`src/rtl/operand_inject_queue_if.sv`:
```
// Operand channel bundle between an E-tile sender, the inject queue and the operand network
// switch. The slave modport is the queue's view; the master modport is its environment.
// Operand layout: [39:8] data, [7] valid, [6:0] source instruction.
interface operand_inject_queue_if;
  logic [39:0] in_operand;
  logic [6:0]  in_dest_instr;
  logic [1:0]  in_dest_slot;
  logic        in_req;
  logic        in_ack;
  logic [39:0] out_operand;
  logic [6:0]  out_dest_instr;
  logic [1:0]  out_dest_slot;
  logic [4:0]  out_dir;
  logic        out_req;
  logic        out_ack;

  modport master (
    output in_operand, in_dest_instr, in_dest_slot, in_req, out_ack,
    input  in_ack, out_operand, out_dest_instr, out_dest_slot, out_dir, out_req
  );

  modport slave (
    input  in_operand, in_dest_instr, in_dest_slot, in_req, out_ack,
    output in_ack, out_operand, out_dest_instr, out_dest_slot, out_dir, out_req
  );
endinterface

```
`src/rtl/operand_inject_queue.sv`:
```
// Operand inject queue: buffers operands produced by an E-tile, computes the X-then-Y mesh hop
// for the head entry and offers it on a registered req/ack channel to the operand switch.
// Optional feature macro: OPQ_STALL_COUNT_EN adds a saturating 16-bit stall_cycles counter.
module operand_inject_queue #(
  parameter int unsigned ROW_ID    = 0,
  parameter int unsigned COL_ID    = 0,
  parameter int unsigned DEPTH     = 4,
  parameter int unsigned GRID_COLS = 4
) (
  input  logic                     clk,
  input  logic                     rst_n,
  input  logic                     flush,
  operand_inject_queue_if.slave    bus,
  output logic [$clog2(DEPTH):0]   occupancy,
  output logic                     full
`ifdef OPQ_STALL_COUNT_EN
  ,
  output logic [15:0]              stall_cycles
`endif
);

  localparam int unsigned PtrW = (DEPTH > 1) ? $clog2(DEPTH) : 1;
  localparam int unsigned CntW = $clog2(DEPTH) + 1;

  typedef logic [6:0] instr_num_t;
  typedef struct packed {
    logic [31:0] data;
    logic        valid;
    instr_num_t  source_instr;
  } operand_t;

  typedef enum logic {StIdle, StSend} state_e;

  operand_t        mem_op         [DEPTH];
  instr_num_t      mem_dest_instr [DEPTH];
  logic [1:0]      mem_dest_slot  [DEPTH];

  logic [PtrW-1:0] wr_ptr_q, rd_ptr_q, next_ptr;
  logic [CntW-1:0] cnt_q;
  state_e          state_q, state_d;
  logic            out_req_q, out_req_d;
  logic [4:0]      out_dir_q, out_dir_d;
  operand_t        out_op_q;
  instr_num_t      out_dest_instr_q;
  logic [1:0]      out_dest_slot_q;

  operand_t        in_op, head_op, next_op, ld_op;
  instr_num_t      ld_instr;
  logic [1:0]      ld_slot;
  logic            push, pop, load;

  // Dimension-ordered hop: resolve the column first, then the row, else deliver locally.
  function automatic logic [4:0] route_dir(instr_num_t di);
    int unsigned node, dc, dr;
    node = {28'd0, di[3:0]};
    dc   = node % GRID_COLS;
    dr   = node / GRID_COLS;
    if (dc > COL_ID)      return 5'b00010;
    else if (dc < COL_ID) return 5'b00001;
    else if (dr > ROW_ID) return 5'b00100;
    else if (dr < ROW_ID) return 5'b01000;
    else                  return 5'b10000;
  endfunction

  assign in_op    = bus.in_operand;
  assign full     = (cnt_q == CntW'(DEPTH));
  // Never write a full FIFO, even if the head pops this cycle.
  assign push     = bus.in_req && !full && !flush;
  assign next_ptr = rd_ptr_q + PtrW'(1);
  assign head_op  = mem_op[rd_ptr_q];
  assign next_op  = mem_op[next_ptr];

  assign bus.in_ack         = push;
  assign bus.out_req        = out_req_q;
  assign bus.out_dir        = out_dir_q;
  assign bus.out_operand    = out_op_q;
  assign bus.out_dest_instr = out_dest_instr_q;
  assign bus.out_dest_slot  = out_dest_slot_q;
  assign occupancy          = cnt_q;

  // Output-stage next state: drop invalid heads, load the next offer, pop on ack.
  always_comb begin
    state_d   = state_q;
    out_req_d = out_req_q;
    out_dir_d = out_dir_q;
    pop       = 1'b0;
    load      = 1'b0;
    ld_op     = head_op;
    ld_instr  = mem_dest_instr[rd_ptr_q];
    ld_slot   = mem_dest_slot[rd_ptr_q];
    if (flush) begin
      state_d   = StIdle;
      out_req_d = 1'b0;
      out_dir_d = '0;
    end else begin
      unique case (state_q)
        StIdle: begin
          if (cnt_q != '0) begin
            if (head_op.valid) load = 1'b1;
            else               pop  = 1'b1;
          end else if (push && in_op.valid) begin
            // Empty queue: offer the incoming operand straight away; it is still written.
            load     = 1'b1;
            ld_op    = in_op;
            ld_instr = bus.in_dest_instr;
            ld_slot  = bus.in_dest_slot;
          end
        end
        StSend: begin
          if (bus.out_ack) begin
            pop = 1'b1;
            if (cnt_q > CntW'(1) && next_op.valid) begin
              load     = 1'b1;
              ld_op    = next_op;
              ld_instr = mem_dest_instr[next_ptr];
              ld_slot  = mem_dest_slot[next_ptr];
            end else begin
              state_d   = StIdle;
              out_req_d = 1'b0;
              out_dir_d = '0;
            end
          end
        end
        default: state_d = StIdle;
      endcase
      if (load) begin
        state_d   = StSend;
        out_req_d = 1'b1;
        out_dir_d = route_dir(ld_instr);
      end
    end
  end

  // FIFO storage; contents are qualified by the occupancy count, so no reset is needed.
  always_ff @(posedge clk) begin
    if (push) begin
      mem_op[wr_ptr_q]         <= in_op;
      mem_dest_instr[wr_ptr_q] <= bus.in_dest_instr;
      mem_dest_slot[wr_ptr_q]  <= bus.in_dest_slot;
    end
  end

  // FIFO pointers and occupancy.
  always_ff @(posedge clk or negedge rst_n) begin
    if (!rst_n) begin
      wr_ptr_q <= '0;
      rd_ptr_q <= '0;
      cnt_q    <= '0;
    end else if (flush) begin
      wr_ptr_q <= '0;
      rd_ptr_q <= '0;
      cnt_q    <= '0;
    end else begin
      if (push) wr_ptr_q <= wr_ptr_q + PtrW'(1);
      if (pop)  rd_ptr_q <= next_ptr;
      cnt_q <= cnt_q + CntW'(push) - CntW'(pop);
    end
  end

  // Output-stage state and registered handshake.
  always_ff @(posedge clk or negedge rst_n) begin
    if (!rst_n) begin
      state_q   <= StIdle;
      out_req_q <= 1'b0;
      out_dir_q <= '0;
    end else begin
      state_q   <= state_d;
      out_req_q <= out_req_d;
      out_dir_q <= out_dir_d;
    end
  end

  // Output payload registers, held stable while the offer waits for ack.
  always_ff @(posedge clk or negedge rst_n) begin
    if (!rst_n) begin
      out_op_q         <= '0;
      out_dest_instr_q <= '0;
      out_dest_slot_q  <= '0;
    end else if (load) begin
      out_op_q         <= ld_op;
      out_dest_instr_q <= ld_instr;
      out_dest_slot_q  <= ld_slot;
    end
  end

`ifdef OPQ_STALL_COUNT_EN
  logic [15:0] stall_q;
  assign stall_cycles = stall_q;

  // Cumulative back-pressure counter; saturates, cleared only by flush or reset.
  always_ff @(posedge clk or negedge rst_n) begin
    if (!rst_n) begin
      stall_q <= '0;
    end else if (flush) begin
      stall_q <= '0;
    end else if (out_req_q && !bus.out_ack && stall_q != 16'hFFFF) begin
      stall_q <= stall_q + 16'd1;
    end
  end
`endif

endmodule

```
`src/flat_wrapper.sv`:
```
// flat-port wrapper written by rule: the top's interface ports become plain ports
module operand_inject_queue_flat 
#(
  parameter int unsigned ROW_ID    = 0,
  parameter int unsigned COL_ID    = 0,
  parameter int unsigned DEPTH     = 4,
  parameter int unsigned GRID_COLS = 4
)
  (clk, rst_n, flush, occupancy, full, bus_in_operand, bus_in_dest_instr, bus_in_dest_slot, bus_in_req, bus_out_ack, bus_in_ack, bus_out_operand, bus_out_dest_instr, bus_out_dest_slot, bus_out_dir, bus_out_req);
  operand_inject_queue_if bus_i ();
  input  logic clk;
  input  logic rst_n;
  input  logic flush;
  output logic [$clog2(DEPTH):0] occupancy;
  output logic full;
  input wire logic [$bits(bus_i.in_operand)-1:0] bus_in_operand;
  input wire logic [$bits(bus_i.in_dest_instr)-1:0] bus_in_dest_instr;
  input wire logic [$bits(bus_i.in_dest_slot)-1:0] bus_in_dest_slot;
  input wire logic [$bits(bus_i.in_req)-1:0] bus_in_req;
  input wire logic [$bits(bus_i.out_ack)-1:0] bus_out_ack;
  output wire logic [$bits(bus_i.in_ack)-1:0] bus_in_ack;
  output wire logic [$bits(bus_i.out_operand)-1:0] bus_out_operand;
  output wire logic [$bits(bus_i.out_dest_instr)-1:0] bus_out_dest_instr;
  output wire logic [$bits(bus_i.out_dest_slot)-1:0] bus_out_dest_slot;
  output wire logic [$bits(bus_i.out_dir)-1:0] bus_out_dir;
  output wire logic [$bits(bus_i.out_req)-1:0] bus_out_req;
  assign bus_i.in_operand = bus_in_operand;
  assign bus_i.in_dest_instr = bus_in_dest_instr;
  assign bus_i.in_dest_slot = bus_in_dest_slot;
  assign bus_i.in_req = bus_in_req;
  assign bus_i.out_ack = bus_out_ack;
  assign bus_in_ack = bus_i.in_ack;
  assign bus_out_operand = bus_i.out_operand;
  assign bus_out_dest_instr = bus_i.out_dest_instr;
  assign bus_out_dest_slot = bus_i.out_dest_slot;
  assign bus_out_dir = bus_i.out_dir;
  assign bus_out_req = bus_i.out_req;
  operand_inject_queue #(.ROW_ID(ROW_ID), .COL_ID(COL_ID), .DEPTH(DEPTH), .GRID_COLS(GRID_COLS)) u_core (.clk(clk), .rst_n(rst_n), .flush(flush), .bus(bus_i), .occupancy(occupancy), .full(full));
endmodule
```
`config.mk`:
```
export PLATFORM = sky130hd
export DESIGN_NAME = operand_inject_queue_flat
export DESIGN_NICKNAME = d
export VERILOG_FILES = /design/src/rtl/operand_inject_queue_if.sv /design/src/rtl/operand_inject_queue.sv /design/src/flat_wrapper.sv
export SDC_FILE = /design/constraint.sdc
export NUM_CORES = 1
export LEC_CHECK = 0
export CORE_UTILIZATION = 62
export DETAILED_ROUTE_END_ITERATION = 8
export PLACE_DENSITY = 0.95
export SLEW_MARGIN = 20
export SYNTH_ARGS = -nofsm -noshare
export SYNTH_HDL_FRONTEND = slang
export SYNTH_SLANG_ARGS = --single-unit
```
`constraint.sdc`:
```
create_clock -name clk -period 7.3 [get_ports clk]
set_input_delay 1.46 -clock clk [delete_from_list [all_inputs] [get_ports clk]]
set_output_delay 1.46 -clock clk [all_outputs]
set_load 0.03 [all_outputs]
```
* Word-level counts from Yosys, hierarchy flattened
Memory sizes are Yosys's and may differ from the RTL's.
Index checks and enable logic that the tools add are counted.
Widths: inputs -> output; s select.
** Operators by class
- Add/subtract/negate cells :: 4
- Magnitude comparators :: 5
- Equal/unequal tests :: 2
- Muxes and demuxes :: 57
- Bitwise logic cells :: 1
- Reductions and logical operators :: 12
** Operators with widths (number)
- $mux 40 :: 5
- $pmux 40 s2 :: 1
- $mux 5 :: 9
- $mux 7 :: 6
- $mux 1 :: 22
- $mux 2 :: 9
- $pmux 7 s2 :: 1
- $reduce_bool 3->1 :: 3
- $add 2x1->2 const B :: 2
- $gt 2x1->1 const B :: 2
- $logic_and 1x1->1 :: 4
- $lt 2x1->1 const B :: 2
- $pmux 1 s2 :: 2
- $pmux 2 s2 :: 1
- $reduce_bool 2->1 :: 2
- $add 3x1->3 :: 1
- $eq 3x3->1 const B :: 1
- $gt 3x1->1 const B :: 1
- $mux 3 :: 1
- $ne 3x3->1 const B :: 1
- $reduce_and 3->1 :: 1
- $sub 3x1->3 :: 1
- $logic_not 1->1 :: 2
- $not 1->1 :: 1
** Storage, ports and cells
- Register bits :: 63
- RAM bits :: 196
- Input port bits :: 54
- Word-level logic and storage cells :: 95
- Memories kept :: 3
** Memory list
- u_core.mem_op :: words 4, width 40, read ports 2, clocked after memory_dff 0, write ports 1, RTL line operand_inject_queue.sv:34 : operand_t mem_op [DEPTH];
- u_core.mem_dest_instr :: words 4, width 7, read ports 2, clocked after memory_dff 0, write ports 1, RTL line operand_inject_queue.sv:35 : instr_num_t mem_dest_instr [DEPTH];
- u_core.mem_dest_slot :: words 4, width 2, read ports 2, clocked after memory_dff 0, write ports 1, RTL line operand_inject_queue.sv:36 : logic [1:0] mem_dest_slot [DEPTH];

* Longest topological paths before layout
Gate-level depths: netlist of run 1.
- Word-level depth :: 16
- Mapped depth :: 12
- Depth with buffers taken out :: 12

* Least setup slack after synthesis of run 1
No wires, ideal clock.
- Path type :: input to register
- From :: input flush
- To :: memory u_core.mem_dest_instr[0][0] in the netlist's numbering, enable pin
- Setup time :: 412 ps
- Data arrival time :: 3478 ps
- Required time :: 6888 ps
- Setup slack :: 3410 ps
- Stages :: 3
- Buffers on the path :: 1
- Path through :: clkbuf_1 nor2_1 and2_1
** On the way
- Longest elaborated chain between the ends :: 4
** RTL lines
- from (decl) :: RTL line flat_wrapper.sv:13 : input logic flush;
- $logic_not 1->1 :: RTL line operand_inject_queue.sv:68 : assign push = bus.in_req && !full && !flush;
- $logic_and 1x1->1 :: RTL line operand_inject_queue.sv:68
- net bus_in_ack :: RTL line flat_wrapper.sv:21 : output wire logic [$bits(bus_i.in_ack)-1:0] bus_in_ack;
- $mux 1 :: RTL line operand_inject_queue.sv:136 : if (push) begin
- $mux 1 (not written as such) :: RTL line operand_inject_queue.sv:138 : mem_dest_instr[wr_ptr_q] <= bus.in_dest_instr;
- to (decl) :: RTL line operand_inject_queue.sv:35
The timed path passes the listed nets, and every way through them passes these cells.

* Final worst setup path of run 1
- From :: input flush
- To :: output bus_in_ack
** On the way
- Longest elaborated chain between the ends :: 2
** RTL lines (RTL line)
- $logic_not 1->1 :: operand_inject_queue.sv:68
- $logic_and 1x1->1 :: operand_inject_queue.sv:68
- to (decl) :: flat_wrapper.sv:21
No other way between the ends.

==> results of run 1 <==
through the flow:
stage	area, um^2	utilization [%]	cells
6_report	14000	74.9	1042
4_1_cts	14000	74.8	1041
2_1_floorplan	11900	-	690
3_5_place_dp	13100	70.3	993
5_1_grt	14000	74.9	1042
3_3_place_gp	13100	70.3	993
final cells by class:
| cell class | count | area share, % |
|---|---|---|
| Sequential cell | 257 | 53.0 |
| Multi-Input combinational cell | 368 | 30.0 |
| Timing Repair Buffer | 123 | 8.59 |
| Clock buffer | 40 | 5.60 |
| Tap cell | 234 | 2.09 |
| Clock inverter | 8 | 0.456 |
| Inverter | 11 | 0.295 |
| Antenna cell | 1 | 0.0179 |
sequential cells by signal (all words and copies together), names as in the netlist:
name,count
u_core.bus.out_dest_instr,7
u_core.bus.out_dest_slot,2
u_core.bus.out_dir,3
u_core.bus.out_operand,40
u_core.bus.out_req,1
u_core.mem_dest_instr,28
u_core.mem_dest_slot,8
u_core.mem_op,160
u_core.occupancy,3
u_core.rd_ptr_q,2
u_core.state_q,1
u_core.wr_ptr_q,2
path summary, 6_finish.rpt:
path                       cells after the start                      start                      endpoint  slack [ps]
setup reg to reg                               7         u_core.rd_ptr_q[1]  u_core.bus.out_dest_instr[2]        3820
setup / recovery                               3                      flush                    bus_in_ack        2500
hold reg to reg                                1  u_core.bus.out_operand[7]     u_core.bus.out_operand[7]         480
hold / removal                                 1  u_core.bus.out_operand[7]     u_core.bus.out_operand[7]         480
max in group asynchronous                      1                      rst_n            u_core.rd_ptr_q[0]        5520
min in group asynchronous                      1                      rst_n    u_core.bus.out_operand[34]        1060
cell usage after synthesis (3+ instances only):
library cell / count
a21oi_1: 47
and2_1: 5
and3b_1: 3
buf_1: 4
buf_2: 16
buf_4: 8
clkbuf_1: 25
dfrtp_1: 61
edfxtp_1: 196
ha_1: 8
inv_1: 11
mux2_2: 46
mux2i_1: 6
mux4_2: 98
nand2_1: 8
nand2b_1: 4
nand3_1: 3
nor2_1: 13
nor2b_1: 4
o21ai_0: 3
o22ai_1: 90
power breakdown:
part | internal [mW] | switching (mW)
registers | 1.83 | 0.263
logic | 1.08 | 1.20
clock network | 0.772 | 0.540
total | 3.68 | 2.00
cells by family (layout without fill, tap and decap cells):
kind of cell / Yosys count / count (layout) / synth area share [%]
XOR/XNOR: 3 / 3 / 0.221
AO/OA/AOI/OAI: 154 / 154 / 7.91
multiplexers: 150 / 150 / 23.5
AND/OR/NAND/NOR: 50 / 50 / 2.35
flip-flops: 257 / 257 / 62.5
buffers and inverters: 65 / 182 / 2.54
adder cells (fa/ha/maj): 9 / 9 / 1.01
other: 1 / 3 / 0.0316
per-layer routing:
metal / vias up / share of wire (%) / track usage (%)
met5: - / 0.045 / 0
met4: 2 / 2.8 / 13.7
met3: 74 / 9.1 / 5.64
met2: 498 / 51 / 48.6
met1: 3933 / 37 / 41.2
li1: 3073 / - / -
==> impl_metrics.tcl, run 1 <==
set metrics [dict create \
    cts_tree "built" \
    crit_type "in -> out" \
    hpwlAfterDp_um 15800 \
    synthArstFlopShare_pct 23.7 \
    die-area_mm2 0.0197 \
    io_pins 114 \
    grt_max_degree 62 \
    drtIter0Drc 816 \
    synth_ff_type "edfxtp_1" \
    antenna_found_initial 2 \
    tightest_slew_ps 941 \
    status "complete, no violations" \
    grt_overflow 0 \
    cts-root-buf "clkbuf_16" \
    yosysSeqAreaShare_pct 62.5 \
    arrival_ps 3340 \
    drc 0 \
    synthDistinctLibCells 46 \
    synthCells 689 \
    cts_repair_resize_count 0 \
    vias_per_cell 7.27 \
    die_w_um 140 \
    startpoint_type "input pin" \
    layout_common_cells "edfxtp_1 (196), clkdlybuf4s50_1 (110), mux4_2 (98)" \
    final_common_cell "edfxtp_1" \
    power_density_mw_per_mm2 406 \
    fmax_mhz 208 \
    start_util_pct 63.4 \
    clock_skew_ps 14.1 \
    yosysTopAreaCell "edfxtp_1" \
    wl_per_cell_um 27.8 \
    clk_pin_slew_ps 60 \
    relSlewSlack_pct 37.3 \
    num_rows 50 \
    register_area_mm2 0.00742 \
    final-hold-violation-count 0 \
    min_path_type "reg -> reg" \
    fin_crit_sh_pct 65.7 \
    netlist_area_mm2 0.0119 \
    drive_gt1_share_pct 26.0 \
    whs_ps 482 \
    place_ws_ps 2540 \
    multi_input_area_mm2 0.00420 \
    path_delay_family "buffers and inverters" \
    yosys_warnings 0 \
    holdBufCountCts 0 \
    track_usage_pct 30.3 \
    num-fill-cells 956 \
    fin_ws_ps 2500 \
    vias 7580 \
    syn_to_final_growth_pct 18.0 \
    clock_latency_ps 530 \
    crit_fanout 14 \
    p_leak_nw 4.61 \
    power_mw 5.69 \
    htree_levels 1 \
    clock_path_buffers 3 \
    port_buffers 111 \
    wl_um 28900 \
    dr.pass1.iters 5 \
    post_cts_buffers 0 \
    peakVddDrop_v 0.000225 \
    synth_top_area_share_pct 49.6 \
    core_mm2 0.0187 \
    cp_num_buf_inv 2 \
    ys_top_cells_by_area "edfxtp_1 (50%), mux4_2 (19%), dfrtp_1 (13%)" \
    grt_pass1_wl_um 45200 \
    crit_top_cell "clkdlybuf4s50_1" \
    fin_crit_ps 4800 \
    finalSetupTns_ps 0 \
    setup_viol 0 \
    crit_slowest_cell "clkdlybuf4s50_1" \
    slew_violations 0 \
    grt_pass1_vias 8163 \
    crit_required_ps 5840 \
    ant_nets 0 \
    gp_congestion 0.854 \
    synth_edf_count 196 \
    fin_nets 850 \
    cp_slowest_stage_delay_ps 750 \
    rsz0062_at_grt "false" \
    crit_chain "clkdlybuf4s50_1, nor2_1, clkdlybuf4s50_1" \
    drv_cap 0 \
    ys_ff_latch 257 \
    cp-end-kind "output port" \
    synth_area_per_cell_um2 17.2 \
    die_height_um 140 \
    cts_num_sinks 257 \
    cts_buffers 26 \
]
Note: power is estimated with default switching activity, not from simulation.
==> inputs of run 2 (changes only) <==
--- a/config.mk
+++ b/config.mk
@@ -5,9 +5,9 @@
 export SDC_FILE = /design/constraint.sdc
 export NUM_CORES = 1
 export LEC_CHECK = 0
-export CORE_UTILIZATION = 62
+export CORE_UTILIZATION = 57
 export DETAILED_ROUTE_END_ITERATION = 8
-export PLACE_DENSITY = 0.95
+export PLACE_DENSITY = 0.9
 export SLEW_MARGIN = 20
 export SYNTH_ARGS = -nofsm -noshare
 export SYNTH_HDL_FRONTEND = slang
==> constraint.sdc (replaced) <==
create_clock -name clk -period 4.75 [get_ports clk]
set_input_delay 0.95 -clock clk [delete_from_list [all_inputs] [get_ports clk]]
set_output_delay 0.95 -clock clk [all_outputs]
set_load 0.03 [all_outputs]
==> impl_metrics.tcl, run 2 (synthesis results as in run 1) <==
set metrics [dict create \
    status "complete, no violations" \
    die_w_um 146 \
    clock_latency_ps 540 \
    layout_common_cells "edfxtp_1 (196), clkdlybuf4s50_1 (110), mux4_2 (98)" \
    grt_pass1_vias 7979 \
    die-area_mm2 0.0214 \
    combinationalPowerShare_pct 40.1 \
    grt_overflow 0 \
    min_path_type "reg -> reg" \
    switching_share_pct 35.4 \
    power_mw 8.81 \
    wl_per_cell_um 27.1 \
    start_util_pct 58.5 \
    cts_tree "built" \
    tightest_slew_ps 1020 \
    dr.pass1.iters 5 \
    relSlewSlack_pct 31.8 \
    fin_crit_sh_pct 78.8 \
    drv_cap 0 \
    syn_to_final_growth_pct 19.0 \
    antenna_found_initial 1 \
    num_rows 52 \
    wl_um 29300 \
    grt_max_degree 71 \
    rsz0062_at_grt "false" \
    vias 7630 \
    slew_violations 0 \
    cts_num_sinks 257 \
    grt_pass1_wl_um 45600 \
    finalSetupTns_ps 0 \
    cp-end-kind "output port" \
    seq_power_share_pct 36.5 \
    peakVddDrop_v 0.000491 \
    p_clk_share_pct 23.4 \
    startpoint_type "input pin" \
    internal-power_mw 5.69 \
    switchingPower_mw 3.11 \
    power_density_mw_per_mm2 624 \
    fin_nets 852 \
    vias_per_cell 7.07 \
    core_mm2 0.0203 \
    track_usage_pct 28.0 \
    cts_buffers 26 \
    io_pins 114 \
    fin_crit_ps 3740 \
    arrival_ps 2790 \
    htree_levels 1 \
    crit_type "in -> out" \
    ant_nets 0 \
    hpwlAfterDp_um 16600 \
    regMostFlops "u_core.mem_op" \
    cts_repair_resize_count 0 \
    clk_pin_slew_ps 60 \
    final_common_cell "edfxtp_1" \
    cts-root-buf "clkbuf_16" \
    largest_register_ffs 160 \
    post_cts_buffers 0 \
    setup_viol 0 \
    final-hold-violation-count 0 \
    clock_path_buffers 3 \
    place_ws_ps 801 \
    holdBufCountCts 0 \
    p_leak_nw 4.63 \
    crit_fanout 14 \
    drc 0 \
    fin_ws_ps 1010 \
    port_buffers 111 \
    antennaDiodeCount 0 \
    crit_required_ps 3800 \
    drive_gt1_share_pct 26.6 \
    die_height_um 146 \
    gp_congestion 0.869 \
    r2r_slack_ps 1660 \
    drtIter0Drc 843 \
    clock_skew_ps 26.5 \
    fmax_mhz 267 \
]
## run 2: final timing paths
path / startpoint / endpoint / cells after the start
worst max-delay path: flush / bus_in_ack / 3
worst min-delay path: u_core.bus.out_operand[7] / u_core.bus.out_operand[7] / 1
worst max register to register: u_core.rd_ptr_q[1] / u_core.bus.out_dir[4] / 6
worst min register to register: u_core.bus.out_operand[7] / u_core.bus.out_operand[7] / 1
max in group asynchronous: rst_n / u_core.rd_ptr_q[1] / 1
min in group asynchronous: rst_n / u_core.bus.out_operand[37] / 1
## run 2: layout make-up
type | instances | area (um^2)
clock buffer | 37 | 753
clock inverter | 11 | 111
fill | 1187 | 6180
inverter | 11 | 41.3
multi-input combinational | 368 | 4200
sequential | 257 | 7420
tap | 270 | 338
timing repair buffer | 125 | 1260
## run 2: through the flow
stage                     instances  cell area [um^2]  util [%]  hold slack, ps
after floorplan                 690             11900         -             542
after global placement         1031             13300      65.3             450
after detailed placement       1031             13300      65.3             470
after CTS                      1079             14100      69.6             487
after global routing           1079             14100      69.6             506
final                          1079             14100      69.6             480
## run 2: metal layers
metal / share of wire [%] / GRT usage (%) / up-vias
met5: 0 / 0 / -
met4: 3.7 / 13.2 / 0
met3: 9.8 / 5.16 / 95
met2: 50 / 45.8 / 582
met1: 37 / 36.9 / 3881
li1: - / - / 3072
## run 2: critical path, stage by stage
cell	delay, ps
clkdlybuf4s50_1	700
nor2_1	400
clkdlybuf4s50_1	740
## run 2: power groups by stage
stage | registers (mW) | logic (mW) | clock network, mW
floorplan | 3.50 | 2.09 | 0
global placement | 3.20 | 3.33 | 0
detailed placement | 3.24 | 3.47 | 0
CTS | 3.21 | 3.52 | 2.08
global route | 3.25 | 3.74 | 2.15
finish | 3.22 | 3.53 | 2.06
==> inputs of run 3 (changes only) <==
--- a/config.mk
+++ b/config.mk
@@ -5,9 +5,9 @@
 export SDC_FILE = /design/constraint.sdc
 export NUM_CORES = 1
 export LEC_CHECK = 0
-export CORE_UTILIZATION = 57
+export CORE_UTILIZATION = 52
 export DETAILED_ROUTE_END_ITERATION = 8
-export PLACE_DENSITY = 0.9
+export PLACE_DENSITY = 0.86
 export SLEW_MARGIN = 20
 export SYNTH_ARGS = -nofsm -noshare
 export SYNTH_HDL_FRONTEND = slang
==> constraint.sdc (replaced) <==
create_clock -name clk -period 3.1 [get_ports clk]
set_input_delay 0.62 -clock clk [delete_from_list [all_inputs] [get_ports clk]]
set_output_delay 0.62 -clock clk [all_outputs]
set_load 0.03 [all_outputs]
==> impl_metrics.tcl, run 3 (synthesis results as in run 1) <==
set metrics [dict create \
    status "complete, no violations" \
    grt_pass1_wl_um 42400 \
    cts_tree "built" \
    start_util_pct 53.7 \
    clock_path_buffers 3 \
    final-hold-violation-count 0 \
    cp_slowest_stage_delay_ps 710 \
    cts-root-buf "clkbuf_16" \
    finalSetupTns_ps 0 \
    peakVddDrop_v 0.000711 \
    htree_levels 1 \
    clk_pin_slew_ps 60 \
    fin_crit_sh_pct 93.3 \
    met1Wirelength_um 10900 \
    drc 0 \
    combinationalPowerShare_pct 41.3 \
    seq_power_share_pct 35.9 \
    dr.pass1.iters 5 \
    clock_latency_ps 540 \
    vias_per_cell 6.60 \
    post_cts_buffers 0 \
    ant_nets 0 \
    final_common_cell "edfxtp_1" \
    p_leak_nw 4.68 \
    antennaDiodeCount 0 \
    layout_common_cells "edfxtp_1 (196), clkdlybuf4s50_1 (110), mux4_2 (98)" \
    setup_viol 0 \
    core_mm2 0.0221 \
    cts_buffers 28 \
    slew_violations 0 \
    dpl.cell_count 1048 \
    cp-end-kind "output port" \
    crit_fanout 5 \
    fin_nets 861 \
    tightest_slew_ps 952 \
    dr.max_layer_used "met4" \
    die_height_um 153 \
    grt_overflow 0 \
    crit_chain "inv_1, nor3_1, nand2b_1, nor2_1, clkdlybuf4s50_1" \
    crit_type "reg -> out" \
    p_clk_share_pct 22.8 \
    regMostFlops "u_core.mem_op" \
    antenna_found_initial 1 \
    instances_no_fill 1100 \
    vias 7257 \
    relSlewSlack_pct 36.5 \
    drive_gt1_share_pct 27.0 \
    path_delay_family "buffers and inverters" \
    fmax_mhz 346 \
    cts_repair_resize_count 0 \
    die_w_um 153 \
    grt_max_degree 83 \
    wl_um 26700 \
    io_pins 114 \
    wl_met2_um 13400 \
    fin_crit_ps 2890 \
    cp_num_buf_inv 2 \
    cts_num_sinks 257 \
    drv_cap 0 \
    drtIter0Drc 581 \
    die-area_mm2 0.0234 \
    track_usage_pct 23.3 \
    switching_share_pct 34.6 \
    port_buffers 111 \
    hpwlAfterDp_um 14900 \
    crit_slowest_cell "clkdlybuf4s50_1" \
    arrival_ps 2270 \
    num_rows 54 \
    min_path_type "in -> async" \
    wl_per_cell_um 24.3 \
    rsz0062_at_grt "false" \
    grt_pass1_vias 7696 \
    holdBufCountCts 0 \
    power_density_mw_per_mm2 932 \
    syn_to_final_growth_pct 19.9 \
    internal-power_mw 8.67 \
    route.met3.wl_um 1780 \
    switchingPower_mw 4.59 \
    clock_skew_ps 14.6 \
    largest_register_ffs 160 \
    startpoint_type "register" \
    gp_congestion 0.813 \
    crit_required_ps 2480 \
]
run 3: metrics by stage:
stage                     hold slack [ps]  total power, mW  instance area [um^2]  setup slack [ps]  util [%]
after CTS                             262             13.3                 14200               173      64.4
after global routing                  302             13.9                 14200              76.6      64.4
final                                 235             13.3                 14200               209      64.4
after detailed placement              454             10.3                 13400               290      60.6
after floorplan                       324             8.55                 11900              62.4         -
after global placement                449             10.1                 13400               334      60.6
run 3: path summary, 6_finish.rpt:
| path | from | to | slack, ps | depth (start not counted) |
|---|---|---|---|---|
| setup / recovery | u_core.occupancy[2] | bus_in_ack | 210 | 5 |
| hold / removal | rst_n | u_core.wr_ptr_q[0] | 230 | 1 |
| setup reg to reg | u_core.rd_ptr_q[1] | u_core.bus.out_dir[1] | 350 | 5 |
| hold reg to reg | u_core.bus.out_operand[7] | u_core.bus.out_operand[7] | 460 | 1 |
| max in group asynchronous | rst_n | u_core.rd_ptr_q[0] | 2150 | 1 |
| min in group clk | u_core.bus.out_operand[7] | u_core.bus.out_operand[7] | 460 | 1 |
run 3: routing by layer:
metal / vias to the layer above / GRT usage (%)
met5: - / 0
met4: 0 / 7.46
met3: 49 / 4.08
met2: 328 / 38.7
met1: 3789 / 31.6
li1: 3091 / -
run 3: cell type report:
type | instances | area, um^2
Fill cell | 1505 | 7860
Sequential cell | 257 | 7420
Multi-Input combinational cell | 368 | 4200
Timing Repair Buffer | 132 | 1380
Clock buffer | 42 | 783
Tap cell | 280 | 350
Clock inverter | 10 | 63.8
Inverter | 11 | 41.3
run 3: power by group through the flow:
stage / Clock [mW] / Combinational (mW) / Sequential [mW]
after floorplan: 0 / 3.20 / 5.35
after global placement: 0 / 5.33 / 4.79
after detailed placement: 0 / 5.46 / 4.81
after CTS: 3.08 / 5.50 / 4.75
after global routing: 3.21 / 5.86 / 4.83
final: 3.03 / 5.48 / 4.76
